## config.mk

```make
export PLATFORM = sky130hd
export DESIGN_NAME = divider_request_controller
export DESIGN_NICKNAME = d
export VERILOG_FILES = /design/src/rtl/divider_request_controller_pkg.sv /design/src/rtl/divider_request_controller_smc.sv /design/src/rtl/divider_request_controller.sv
export SDC_FILE = /design/constraint.sdc
export NUM_CORES = 1
export LEC_CHECK = 0
export ABC_AREA = 1
export BUFFER_PORTS_ARGS = -buffer_cell sky130_fd_sc_hd__buf_4
export CORE_MARGIN = 1.5
export CORE_UTILIZATION = 30
export DETAILED_ROUTE_END_ITERATION = 10
export PLACE_DENSITY = 0.57
export SKIP_LAST_GASP = 1
export SLEW_MARGIN = 20
export SYNTH_ARGS = -nofsm -noshare
export SYNTH_HDL_FRONTEND = slang
export SYNTH_SLANG_ARGS = --single-unit
```

## constraint.sdc

```tcl
create_clock -name clk_in -period 5.6 [get_ports clk_in]
set_input_delay 1.12 -clock clk_in [delete_from_list [all_inputs] [get_ports clk_in]]
set_output_delay 1.12 -clock clk_in [all_outputs]
set_load 0.02 [all_outputs]
```

## src/rtl/divider_request_controller_pkg.sv

```systemverilog
// Shared encodings, FSM states and defaults for the divider request controller.
// Op field bits: [2] word variant, [1] remainder, [0] unsigned.
package divider_request_controller_pkg;

  localparam int DEFAULT_W     = 64;
  localparam int DEFAULT_TAG_W = 4;

  localparam int OP_UNS_BIT  = 0;
  localparam int OP_REM_BIT  = 1;
  localparam int OP_WORD_BIT = 2;

  localparam logic [2:0] OP_DIV  = 3'b000;
  localparam logic [2:0] OP_DIVU = 3'b001;
  localparam logic [2:0] OP_REM  = 3'b010;
  localparam logic [2:0] OP_REMU = 3'b011;

  typedef enum logic [2:0] {
    ST_IDLE,
    ST_ISSUE,
    ST_WAIT,
    ST_RESP,
    ST_DRAIN
  } state_t;

endpackage

```

## src/rtl/divider_request_controller_smc.sv

```systemverilog
// Two's-complement <-> sign-magnitude conversion: both directions are a
// conditional negation, the caller decides the sign.
module sign_magnitude_converter #(
  parameter int W = 64
) (
  input  logic         i_negate,
  input  logic [W-1:0] i_value,
  output logic [W-1:0] o_value
);

  assign o_value = i_negate ? -i_value : i_value;

endmodule

```

## src/rtl/divider_request_controller.sv

```systemverilog
// Front end for multicycle_divider: sign-magnitude issue, local bypass of
// divide-by-zero / overflow. Optional word ops via DIVIDER_WORD_OPS_EN.
module divider_request_controller
  import divider_request_controller_pkg::*;
#(
  parameter int OPERAND_WIDTH_IN_BITS = DEFAULT_W,
  parameter int TAG_WIDTH             = DEFAULT_TAG_W
) (
  input  logic                             clk_in,
  input  logic                             reset_in,
  input  logic                             flush_in,
  input  logic                             req_valid_in,
  output logic                             req_ready_out,
  input  logic [2:0]                       req_op_in,
  input  logic [OPERAND_WIDTH_IN_BITS-1:0] req_rs1_in,
  input  logic [OPERAND_WIDTH_IN_BITS-1:0] req_rs2_in,
  input  logic [TAG_WIDTH-1:0]             req_tag_in,
  output logic                             resp_valid_out,
  input  logic                             resp_ready_in,
  output logic [OPERAND_WIDTH_IN_BITS-1:0] resp_result_out,
  output logic [TAG_WIDTH-1:0]             resp_tag_out,
  output logic                             div_valid_out,
  input  logic                             div_ready_in,
  output logic                             div_dividend_sign_out,
  output logic [OPERAND_WIDTH_IN_BITS-1:0] div_dividend_out,
  output logic                             div_divisor_sign_out,
  output logic [OPERAND_WIDTH_IN_BITS-1:0] div_divisor_out,
  input  logic                             div_valid_in,
  input  logic                             div_quotient_sign_in,
  input  logic [OPERAND_WIDTH_IN_BITS-1:0] div_quotient_in,
  input  logic                             div_remainder_sign_in,
  input  logic [OPERAND_WIDTH_IN_BITS-1:0] div_remainder_in
);

  localparam int W = OPERAND_WIDTH_IN_BITS;

  state_t r_state;
  state_t w_next;

  logic         w_signed;
  logic         w_rem;
  logic         w_word;
  logic [W-1:0] w_rs1;
  logic [W-1:0] w_rs2;
  logic [W-1:0] w_min;
  logic         w_zero;
  logic         w_ovf;
  logic         w_bypass;
  logic [W-1:0] w_bypass_val;
  logic         w_acc;
  logic         w_dvd_sign;
  logic         w_dvs_sign;
  logic [W-1:0] w_dvd_mag;
  logic [W-1:0] w_dvs_mag;
  logic         w_res_sign;
  logic [W-1:0] w_res_mag;
  logic [W-1:0] w_res_val;

  logic                 r_rem;
  logic                 r_word;
  logic [W-1:0]         r_result;
  logic [TAG_WIDTH-1:0] r_tag;
  logic                 r_dvd_sign;
  logic [W-1:0]         r_dvd_mag;
  logic                 r_dvs_sign;
  logic [W-1:0]         r_dvs_mag;

  assign w_signed = !req_op_in[OP_UNS_BIT];
  assign w_rem    = req_op_in[OP_REM_BIT];

`ifdef DIVIDER_WORD_OPS_EN
  assign w_word = req_op_in[OP_WORD_BIT];

  // Word ops see only the low 32 bits, extended per signedness.
  always_comb begin
    w_rs1 = req_rs1_in;
    w_rs2 = req_rs2_in;
    if (w_word) begin
      w_rs1 = {{(W-32){w_signed & req_rs1_in[31]}}, req_rs1_in[31:0]};
      w_rs2 = {{(W-32){w_signed & req_rs2_in[31]}}, req_rs2_in[31:0]};
    end
  end
`else
  logic w_unused_word;
  assign w_unused_word = req_op_in[OP_WORD_BIT];
  assign w_word        = 1'b0;
  assign w_rs1         = req_rs1_in;
  assign w_rs2         = req_rs2_in;
`endif

  assign w_min = w_word ? {{(W-31){1'b1}}, {31{1'b0}}}
                        : {1'b1, {(W-1){1'b0}}};
  assign w_zero   = (w_rs2 == '0);
  assign w_ovf    = w_signed && (w_rs1 == w_min) && (&w_rs2);
  assign w_bypass = w_zero || w_ovf;
  assign w_bypass_val = w_zero ? (w_rem ? w_rs1 : '1)
                               : (w_rem ? '0 : w_rs1);

  assign w_dvd_sign = w_signed & w_rs1[W-1];
  assign w_dvs_sign = w_signed & w_rs2[W-1];

  assign w_res_sign = r_rem ? div_remainder_sign_in : div_quotient_sign_in;
  assign w_res_mag  = r_rem ? div_remainder_in : div_quotient_in;

  sign_magnitude_converter #(.W(W)) u_rs1 (
    .i_negate (w_dvd_sign),
    .i_value  (w_rs1),
    .o_value  (w_dvd_mag)
  );

  sign_magnitude_converter #(.W(W)) u_rs2 (
    .i_negate (w_dvs_sign),
    .i_value  (w_rs2),
    .o_value  (w_dvs_mag)
  );

  sign_magnitude_converter #(.W(W)) u_res (
    .i_negate (w_res_sign),
    .i_value  (w_res_mag),
    .o_value  (w_res_val)
  );

  function automatic logic [W-1:0] fmt_res(
    input logic [W-1:0] v,
    input logic         word
  );
    fmt_res = word ? {{(W-32){v[31]}}, v[31:0]} : v;
  endfunction

  assign w_acc = req_ready_out && req_valid_in;

  // State register.
  always_ff @(posedge clk_in) begin
    if (reset_in) r_state <= ST_IDLE;
    else          r_state <= w_next;
  end

  // Next state and handshake outputs; flush overrides normal progress.
  always_comb begin
    w_next         = r_state;
    req_ready_out  = 1'b0;
    div_valid_out  = 1'b0;
    resp_valid_out = 1'b0;
    unique case (r_state)
      ST_IDLE: begin
        req_ready_out = !flush_in && !reset_in;
        if (w_acc) w_next = w_bypass ? ST_RESP : ST_ISSUE;
      end
      ST_ISSUE: begin
        div_valid_out = !reset_in;
        if (flush_in)          w_next = div_ready_in ? ST_DRAIN : ST_IDLE;
        else if (div_ready_in) w_next = ST_WAIT;
      end
      ST_WAIT: begin
        if (flush_in)          w_next = div_valid_in ? ST_IDLE : ST_DRAIN;
        else if (div_valid_in) w_next = ST_RESP;
      end
      ST_RESP: begin
        resp_valid_out = !reset_in;
        if (flush_in || resp_ready_in) w_next = ST_IDLE;
      end
      ST_DRAIN: begin
        if (div_valid_in) w_next = ST_IDLE;
      end
      default: w_next = ST_IDLE;
    endcase
  end

  // Request capture, divider operands and registered result.
  always_ff @(posedge clk_in) begin
    if (reset_in) begin
      r_rem      <= 1'b0;
      r_word     <= 1'b0;
      r_result   <= '0;
      r_tag      <= '0;
      r_dvd_sign <= 1'b0;
      r_dvd_mag  <= '0;
      r_dvs_sign <= 1'b0;
      r_dvs_mag  <= '0;
    end else begin
      if (w_acc) begin
        r_tag  <= req_tag_in;
        r_rem  <= w_rem;
        r_word <= w_word;
        if (w_bypass) begin
          r_result <= fmt_res(w_bypass_val, w_word);
        end else begin
          r_dvd_sign <= w_dvd_sign;
          r_dvd_mag  <= w_dvd_mag;
          r_dvs_sign <= w_dvs_sign;
          r_dvs_mag  <= w_dvs_mag;
        end
      end
      if (r_state == ST_WAIT && div_valid_in && !flush_in)
        r_result <= fmt_res(w_res_val, r_word);
    end
  end

  assign resp_result_out       = r_result;
  assign resp_tag_out          = r_tag;
  assign div_dividend_sign_out = r_dvd_sign;
  assign div_dividend_out      = r_dvd_mag;
  assign div_divisor_sign_out  = r_dvs_sign;
  assign div_divisor_out       = r_dvs_mag;

endmodule

```

# After elaboration in Yosys (flattened, before gate mapping)
# Cells that the tools add are included.
[totals] ff_bits=202 output_inout_bits=201
[op_classes] n_addsub=3 eq_ne=10 muxes=25 bitwise=3 reduce_logical=19
[ops] operator="$mux W64" count=10
[ops] operator="$neg A64 Y64" count=3
[ops] operator="$eq A64 B64 Y1 const B" count=1
[ops] operator="$logic_not A64 Y1" count=1
[ops] operator="$reduce_and A64 Y1" count=1
[ops] operator="$mux W3" count=9
[ops] operator="$pmux W3 S5" count=1
[ops] operator="$eq A3 B2 Y1 const B" count=2
[ops] operator="$logic_and A1 B1 Y1" count=6
[ops] operator="$ne A2 B2 Y1 const B" count=3
[ops] operator="$ne A3 B3 Y1 const B" count=2
[ops] operator="$reduce_and A5 Y1" count=1
[ops] operator="$mux W1" count=4
[ops] operator="$reduce_and A2 Y1" count=2
[ops] operator="$reduce_bool A2 Y1" count=2
[ops] operator="$eq A3 B1 Y1 const B" count=1
[ops] operator="$eq A3 B3 Y1 const B" count=1
[ops] operator="$logic_not A1 Y1" count=3
[ops] operator="$logic_not A3 Y1" count=1
[ops] operator="$and A1 B1 Y1" count=2
[ops] operator="$logic_or A1 B1 Y1" count=2
[ops] operator="$mux W2" count=1
[ops] operator="$not A1 Y1" count=1

# Depth between registers and ports, before layout
# Gate-level depths: netlist of the first run.
[logic_depth] ltp_word=7 ltp_mapped=18 depth_no_buf=17

# By module
# Synthesis of the first run repeated with hierarchy kept, for this count alone.
[unflattened] hier_cells=3153 hier_area_um2=18072.3
[modules_own_cells] module="divider_request_controller" n_inst=1 cells_per_inst=1659 area_each_um2=10839.1 seq_area_each_um2=4043.9
[modules_own_cells] module="sign_magnitude_converter" n_inst=3 cells_per_inst=498 area_each_um2=2411.1 seq_area_each_um2=0.0

# Worst setup path before layout of the first run
# Ideal clock, no wire load.
[synth_timing] path_type="input to output" startpoint="in reset_in" endpoint="out div_valid_out" arrival_ps=1820 required_ps=4480 setup_slack_ps=2660 stages=3 path_cell_list="clkbuf_1 clkbuf_1 nor2_1"
[synth_via] elab_chain_cells=2
[synth_rtl] item="from (decl)" line="divider_request_controller.sv:10" text="input logic reset_in,"
[synth_rtl] item="$logic_not A1 Y1" line="divider_request_controller.sv:150" text="div_valid_out = !reset_in;"
[synth_rtl] item="$mux W1" line="divider_request_controller.sv:144" text="unique case (r_state)"
[synth_rtl] item="to (decl)" line="divider_request_controller.sv:22" text="output logic div_valid_out,"
# No other way between the ends.

# Final worst setup path of the first run
[layout_timing] startpoint="in req_rs2_in[0]" endpoint="reg r_result[36] (netlist: resp_result_out[36])"
[layout_via] elab_chain_cells=5 word_cells_on_any_way=10 cone_classes="mux (4); reduce/logical (6)"
[layout_rtl] item="from (decl)" line="divider_request_controller.sv:16" text="input logic [OPERAND_WIDTH_IN_BITS-1:0] req_rs2_in,"
[layout_rtl] item="$logic_not A64 Y1 or $reduce_and A64 Y1 (tied branches)" line="divider_request_controller.sv:93, divider_request_controller.sv:94"
[layout_rtl] item="$mux W64 or $logic_and A1 B1 Y1 (tied branches)" line="divider_request_controller.sv:96, divider_request_controller.sv:94"
[layout_rtl] item="$mux W64 or $logic_or A1 B1 Y1 (tied branches)" line="divider_request_controller.sv:185, divider_request_controller.sv:95"
[layout_rtl] item="$mux W64 or $reduce_bool A2 Y1 (tied branches)"
[layout_rtl] item="$mux W64 or $reduce_and A2 Y1 (tied branches)"
[layout_rtl] item="to (signal assigned)" line="divider_request_controller.sv:186" text="r_result <= fmt_res(w_bypass_val, w_word);"
[layout_rtl] item="to (signal assigned)" line="divider_request_controller.sv:195" text="r_result <= fmt_res(w_res_val, r_word);"
[layout_rtl] item="to (decl)" line="divider_request_controller.sv:61" text="logic [W-1:0] r_result;"
# Several ways; a longest one is shown, not always the timed one. The select of a mux whose other input is x is not followed.
# A chain may end at the register's enable or synchronous reset.

==> reports/qor.txt, run 1 <==
status -> finished, final reports clean
dominant cells by area after synthesis -> dfxtp_1 (24%), nand2_1 (18%), nor2_1 (10%)
first-pass GRT wire length -> 112 mm
Fin Hold WS -> 0.468 ns
drt first pass iters -> 5
gr usage total -> 25.2%
RSZ-0062 raised after global routing -> false
number of H-tree levels -> 1
switching share of power -> 32.4%
met2 Use GR -> 42.8%
Slew headroom -> 32.8%
most frequent CP cell -> nand2_1
final hold vios -> 0
buffer depth of the longest clock path -> 3
Post-CTS Setup Inserts -> 0
post-route design area -> 22,000 um^2
Final Cycle Share -> 63.1%
Tmin final -> 3.53 ns
critical path class -> primary input to flip-flop
VDD IR-drop max -> 0.158 mV
Die H -> 241 um
vias in the first global route -> 18.7k
Sinks on Clock Net -> 202
layout cells sized above 1 -> 18.9%
placed wire-length estimate -> 60.3 mm
met3 usage -> 3.69%
Wirelength per Cell -> 18.3 um
Post-Route WL -> 76.3 mm
Power Density -> 210 nW/um^2
Combinational Power Share -> 24.5%
Rows -> 87
CORE AREA -> 56,300 um^2
TritonCTS Buffers -> 27
met1 GRT Util -> 32.5%
Placed Area -> 21,000 um^2
Worst Path Required -> 6.07 ns
Critical Path Start Type -> primary input
CP cell instances -> buf_4, inv_1, ha_1, nand4_1, nor2_2, nand4_2, nor2_2, nand3_2, buf_4, nand2_1, nand2_1, nand2_4, nand3_1, nand2_1, inv_1
initial DRC count -> 1,690
# IOs -> 473
crit-path max FO -> 50
RePlAce Congestion -> 0.962
die area -> 58,300 um^2
GR Overflow Total -> 0
clk_lat worst skew -> 0.58 ns
initial antenna violation count -> 7
Clk pwr share -> 42.5%
skew final -> 0.0248 ns
Post-synth EDFFs -> 0
area leader, netlist -> dfxtp_1
Int Power -> 3120 uW
CTS root buf -> clkbuf_16
clk slew on worst S/H paths -> 0.06 ns
setup violators final -> 0
CP max stage cell -> nand2_4
fin. max-slew vios -> 0
Post-route DRC -> 0
Mapped Area -> 17,100 um^2
Post-Syn Area per Cell -> 5.65 um^2
highest clock rate -> 283 MHz
Syn. warnings -> 0
Slew @ Worst Pin -> 1.01 ns
Leak -> 0.0106 uW
Critical path buffers and inverters -> 4
cell family with most CP delay -> simple AND/OR/NAND/NOR gates
CP peak stage delay -> 0.31 ns
Seq cells post-synth -> 202
crit path capture type -> flip-flop
area added between synthesis and finish -> 28.7%
Synth cell types -> 49
Seq/Total Area, Yosys -> 23.7%
fill cell count -> 6,270
Psw -> 1500 uW
area fraction of the dominant cell type after synthesis -> 23.7%
# Max-Cap Violations -> 0
# resized after CTS -> 0
busiest grt layer -> met2
setup_tns -> 0 ns
cells after synthesis -> 3,017
Post-synth ARST share -> 0%
Arrival @ worst endpoint -> 4.01 ns
DR vias -> 20.4k
Net count, final -> 3,670
Flop pwr share -> 33.0%
Net Count, Synth -> 3,293
cts hold-fix bufs -> 0
drt via density -> 4.89
largest net degree at the start of global routing -> 108
Hold WC Path Type -> flip-flop to flip-flop
final antenna-violating net count -> 0
IO buf count -> 471
width of the die -> 241 um
CTS tree -> yes
Primary FF master, synth -> dfxtp_1
Starting Density -> 30.3%
==> stage by stage <==
step / cells / power [uW] / utilization (%) / setup WS [ns]
3_5_place_dp: 4121 / 2680 / 37.2 / 1.40
4_1_cts: 4170 / 4670 / 39.0 / 2.00
3_3_place_gp: 4121 / 2680 / 37.2 / 1.39
5_1_grt: 4175 / 4850 / 39.0 / 1.81
6_report: 4176 / 4620 / 39.0 / 2.07
2_1_floorplan: 3017 / 2190 / - / 2.66
==> power groups by stage <==
| stage | clock, uW | combinational [uW] | sequential [uW] |
|---|---|---|---|
| 2_1_floorplan | 0 | 585 | 1610 |
| 6_report | 1960 | 1130 | 1520 |
| 5_1_grt | 2070 | 1250 | 1530 |
| 3_5_place_dp | 0 | 1130 | 1550 |
| 4_1_cts | 2010 | 1130 | 1520 |
| 3_3_place_gp | 0 | 1120 | 1550 |
==> cells in the final DEF, fill, tap and decap left out, types with 7 or more instances in the layout <==
| cell type | netlist | routed |
|---|---|---|
| nor2_2 | 23 | 24 |
| buf_4 | 7 | 484 |
| nor3_1 | 23 | 23 |
| xnor2_1 | 10 | 10 |
| xor2_1 | 95 | 95 |
| nand3b_1 | 10 | 10 |
| dfxtp_1 | 202 | 201 |
| nor2_1 | 455 | 454 |
| nand3_1 | 220 | 220 |
| inv_1 | 325 | 324 |
| o21ai_1 | 36 | 36 |
| a21oi_1 | 207 | 207 |
| o21ai_0 | 273 | 273 |
| nor2_4 | 7 | 7 |
| nand2_2 | 38 | 39 |
| nand4_1 | 72 | 72 |
| inv_2 | 7 | 8 |
| nand2_1 | 812 | 810 |
| clkbuf_16 | 0 | 28 |
| or2_2 | 10 | 10 |
==> worst register-to-register path: stages (launching register included) <==
cell     delay [ns]
dfxtp_4        0.64
buf_4          0.66
nand2_1        0.14
o21ai_1        0.25
nand2_1        0.15
nor2_2         0.26
nand2_1        0.19
o21ai_2        0.32
nand3_1        0.12
nand3_1        0.10
nand3_1        0.20
nand2_1        0.14
inv_1          0.04
==> routing by layer <==
layer / wire [um] / vias up
met1: 33200 / 9202
met4: 2390 / 2
li1: - / 10410
met3: 4940 / 107
met2: 35700 / 694
met5: 14 / -
==> state kept, by name, summed over array words and instances (netlist names) <==
signal and cells:
resp_tag_out 4, div_divisor_sign_out 1, div_dividend_sign_out 1, r_state 3
r_rem 1, resp_result_out 64, div_dividend_out 64, div_divisor_out 64
==> cell type report <==
cell class,count,area (um^2),area share [%]
multi-input combinational,2340,11000,50.1
sequential,202,4050,18.4
timing repair buffer,487,3690,16.8
inverter,336,1270,5.78
tap,756,946,4.31
clock buffer,35,757,3.45
clock inverter,14,235,1.07
antenna,6,15.0,0.0684
==> synth_stat cells, types with 2 or more instances <==
cell type / n
nand3_4: 3
dfxtp_1: 202
nor2_4: 7
nand3b_1: 10
ha_1: 4
xor2_1: 95
o21ai_0: 273
nand2_2: 38
o21ai_1: 36
and2_1: 2
or2_2: 10
a21oi_1: 207
clkbuf_1: 71
inv_1: 325
nand3_2: 3
nand4_1: 72
buf_1: 7
a21oi_2: 2
nor2_1: 455
nor2_2: 23
inv_2: 7
buf_6: 21
o21ai_2: 6
nand2_1: 812
nor3_1: 23
nor4_1: 2
o21bai_1: 4
buf_4: 7
o31ai_1: 3
clkinv_1: 3
nand3_1: 220
nand2_4: 4
buf_2: 31
a31oi_1: 3
xnor2_1: 10
o211ai_1: 3
==> cells by family (layout without fill, tap and decap cells) <==
kind of cell / after synthesis / in the layout / share of synthesized area [%]
AND/OR/NAND/NOR: 1688 / 1688 / 42.3
AO/OA/AOI/OAI: 543 / 543 / 16.4
XOR/XNOR: 105 / 105 / 5.39
other: 0 / 6 / 0
flip-flops: 202 / 202 / 23.7
buffers and inverters: 475 / 872 / 11.9
adder cells (fa/ha/maj): 4 / 4 / 0.293
==> path summary, 6_finish.rpt <==
check / startpoint / to / slack [ns] / cells after the start
setup / recovery: req_rs2_in[0] / resp_result_out[36] / 2.07 / 15
hold / removal: div_divisor_sign_out / div_divisor_sign_out / 0.47 / 2
setup reg to reg: r_rem / resp_result_out[36] / 2.32 / 12
hold reg to reg: div_divisor_sign_out / div_divisor_sign_out / 0.47 / 2
(Power assumes the default switching activity.)
==> inputs of run 2 (changes only) <==
--- a/config.mk
+++ b/config.mk
@@ -5,12 +5,12 @@
 export SDC_FILE = /design/constraint.sdc
 export NUM_CORES = 1
 export LEC_CHECK = 0
-export ABC_AREA = 1
+export ABC_AREA = 0
 export BUFFER_PORTS_ARGS = -buffer_cell sky130_fd_sc_hd__buf_4
 export CORE_MARGIN = 1.5
 export CORE_UTILIZATION = 30
 export DETAILED_ROUTE_END_ITERATION = 10
-export PLACE_DENSITY = 0.57
+export PLACE_DENSITY = 0.58
 export SKIP_LAST_GASP = 1
 export SLEW_MARGIN = 20
 export SYNTH_ARGS = -nofsm -noshare
==> constraint.sdc (replaced) <==
create_clock -name clk_in -period 3.3 [get_ports clk_in]
set_input_delay 0.66 -clock clk_in [delete_from_list [all_inputs] [get_ports clk_in]]
set_output_delay 0.66 -clock clk_in [all_outputs]
set_load 0.02 [all_outputs]
==> reports/qor.txt, run 2 <==
CTS root buf -> clkbuf_16
Seq cells post-synth -> 202 (unchanged)
busiest grt layer -> met2
area added between synthesis and finish -> 50.0%
met3 usage -> 5.65% (+2.0 points)
highest-count cells in the layout ignoring fill and taps -> buf_4 (714), nor2_1 (238), dfxtp_1 (201)
Critical Path Start Type -> flip-flop
Leak -> 0.00841 uW (-20%)
drt first pass iters -> 5 (unchanged)
clk slew on worst S/H paths -> 0.06 ns (about the same)
Hold WC Path Type -> primary input to flip-flop
Final Cycle Share -> 99.6%
highest clock rate -> 304 MHz
Rows -> 78 (-10%)
Synth Area in Adders -> 3.25% (+3.0 points)
Starting Density -> 30.4% (+0.12 points)
commonest non-fill, non-tap cell in the layout -> buf_4
Slew headroom -> 42.8% (+10 points)
Post-route DRC -> 0 (unchanged)
cell depth of the worst flop-to-flop path -> 12 (unchanged)
final antenna-violating net count -> 0 (unchanged)
RePlAce Congestion -> 0.921 (-4.3%)
width of the die -> 218 um (-9.8%)
cts hold-fix bufs -> 0 (unchanged)
Post-synth ARST share -> 0% (unchanged)
Primary FF master, synth -> dfxtp_1
placed wire-length estimate -> 54.2 mm (-10%)
fill cell count -> 4,633 (-26%)
Post-Syn Area per Cell -> 7.87 um^2 (+39%)
cells after synthesis -> 1,758 (-42%)
Net Count, Synth -> 2,034 (-38%)
met1 GRT Util -> 30.0% (-2.5 points)
skew final -> 0.0174 ns (-0.00746 ns)
# Max-Cap Violations -> 0 (unchanged)
Arrival @ worst endpoint -> 3.68 ns (-0.33 ns)
critical path class -> flip-flop to flip-flop
buffer depth of the longest clock path -> 3 (unchanged)
Sinks on Clock Net -> 202 (unchanged)
GR Overflow Total -> 0 (unchanged)
Compound-Gate Fraction of Synth Area -> 21.7% (+5.3 points)
initial antenna violation count -> 2 (-5)
Slew @ Worst Pin -> 0.853 ns (-0.155 ns)
setup violators final -> 0 (unchanged)
crit-path max FO -> 6 (-88%)
final hold vios -> 0 (unchanged)
RR Startpoint -> r_rem
Seq/Total Area, Yosys -> 29.2% (+5.5 points)
area leader, netlist -> dfxtp_1
count leader, synth -> nor2_1
TritonCTS Buffers -> 25 (-7.4%)
Power Density -> 338 nW/um^2 (+61%)
area fraction of the dominant cell type after synthesis -> 29.2% (+5.5 points)
# IOs -> 473 (unchanged)
largest net degree at the start of global routing -> 146 (+35%)
CORE AREA -> 45,500 um^2 (-19%)
Tmin final -> 3.29 ns
Wirelength per Cell -> 22.1 um (+21%)
fin. max-slew vios -> 0 (unchanged)
Worst Path Required -> 3.70 ns (-2.37 ns)
Syn. warnings -> 0 (unchanged)
Worst R2R Setup Slack -> 0.01 ns (-2.31 ns)
Mapped Area -> 13,800 um^2 (-19%)
dominant cells by area after synthesis -> dfxtp_1 (29%), a211oi_1 (6.5%), nor2_1 (6.5%)
mux share of post-synthesis cell area -> 6.43% (+6.4 points)
post-route insts no fill -> 3,001 (-28%)
first-pass GRT wire length -> 95.6 mm (-14%)
xor and xnor area share after synthesis -> 11.5% (+6.1 points)
clk_lat worst skew -> 0.54 ns (-0.04 ns)
Placed Area -> 19,700 um^2 (-6.0%)
post-route design area -> 20,800 um^2 (-5.5%)
R2R Path End -> resp_result_out[40]
VDD IR-drop max -> 0.321 mV (+100%)
gr usage total -> 26.6% (+1.4 points)
Synth cell types -> 78 (+59%)
Post-Route WL -> 66.4 mm (-13%)
HP Start -> req_tag_in[2]
Synth top cells by count -> nor2_1 (239), dfxtp_1 (202), a211oi_1 (120)
vias in the first global route -> 15.8k (-16%)
main combinational cell family by area after synthesis -> simple AND/OR/NAND/NOR gates
drt via density -> 5.33 (+9.1%)
WHS Path Cells -> 3 (+1)
layout cells sized above 1 -> 35.6% (+17 points)
number of H-tree levels -> 1 (unchanged)
crit path capture type -> flip-flop
worst hold endpoint -> resp_tag_out[2]
status -> finished, final reports clean
die area -> 47,400 um^2 (-19%)
Post-synth EDFFs -> 0 (unchanged)
met2 Use GR -> 47.3% (+4.5 points)
DR vias -> 16.0k (-22%)
IO buf count -> 471 (unchanged)
initial DRC count -> 1,073 (-37%)
RSZ-0062 raised after global routing -> true
Die H -> 218 um (-9.8%)
final core utilization -> 45.6% (+6.6 points)
Placed Cells incl. Taps -> 2,950 (-28%)
CTS tree -> yes
Simple-Gate Fraction of Synth Area -> 23.6% (-19 points)
Net count, final -> 2,661 (-27%)
-- run 2: changes by cell type after synthesis, moves of 38 or more --
cell	before	now
maj3_1	0	40
nand4_1	72	24
a211oi_1	1	120
inv_1	325	15
xnor2_1	10	98
nand2_1	812	117
nor3_1	23	66
mux2i_1	0	81
nand3_1	220	24
a21oi_1	207	115
nor2_1	455	239
nand2_2	38	0
o21ai_0	273	85
-- run 2: worst max-delay path: stages (launching register included) --
cell and delay (ns):
dfxtp_4 0.42, mux2i_4 0.26, ha_2 0.21, or4b_4 0.47, a222oi_1 0.48, buf_4 0.23
nand2_4 0.08, nor4b_4 0.31, buf_6 0.17, nor2_1 0.06, xnor2_1 0.16, a211oi_2 0.25
nor3_1 0.07
-- run 2: where the power goes --
group,switching [uW],internal [uW]
Clock,1100,1550
Sequential,55.3,2530
Combinational,986,791
-- run 2: layout make-up --
class	instances	area [um^2]	share of cell area (%)
Tap cell	600	751	3.62
Antenna cell	1	2.50	0.0121
Multi-Input combinational cell	1410	9450	45.5
Inverter	15	56.3	0.271
Clock buffer	33	696	3.35
Sequential cell	202	4050	19.5
Timing Repair Buffer	731	5680	27.4
Clock inverter	9	81.3	0.392
-- run 2: worst max-delay path by stage --
| stage | startpoint | to | cells after the start | slack, ns |
|---|---|---|---|---|
| 5_1_grt | r_rem | resp_result_out[33] | 12 | -0.07 |
| 2_1_floorplan | r_rem | resp_result_out[52] | 17 | -0.49 |
| 6_report | r_rem | resp_result_out[40] | 12 | 0.01 |
| 3_5_place_dp | div_remainder_in[0] | resp_result_out[30] | 13 | -0.39 |
| 3_3_place_gp | div_remainder_in[0] | resp_result_out[30] | 13 | -0.32 |
| 4_1_cts | r_rem | resp_result_out[53] | 11 | -0.02 |
-- run 2: cell families (layout without fill, tap and decap cells) --
kind of cell	after synthesis	count (layout)
adders and majority gates	44	44
muxes	88	88
other	0	1
buffers and inverters	146	788
AOI/OAI and AO/OA	460	460
DFF	202	202
and+or+nand+nor	637	637
xor gates and xnor gates	181	181
-- run 2: metal layers --
layer / wire length [um] / part of all wire, % / vias up
li1: - / - / 7740
met1: 25800 / 39 / 7513
met2: 32300 / 49 / 614
met3: 4760 / 7.2 / 138
met4: 3440 / 5.2 / 4
met5: 23 / 0.035 / -
-- run 2: metrics by stage --
stage | setup WS (ns) | total power, uW | TNS, ns | hold slack [ns]
detailed placement | -0.394 | 4380 | -40.18 | 0.448
global placement | -0.317 | 4370 | -34.00 | 0.443
global route | -0.0706 | 7300 | -0.614 | 0.371
floorplan | -0.491 | 3430 | -7.08 | 0.529
finish | 0.0129 | 7010 | 0 | 0.379
CTS | -0.0154 | 7050 | -0.0154 | 0.344
-- run 2: repair_timing --
action                     4_1_cts  5_1_grt
setup endpoints to repair       20       29
gates cloned                     0        1
setup buffers                    3        4
pin swaps                        1       21
resized for setup                6       31
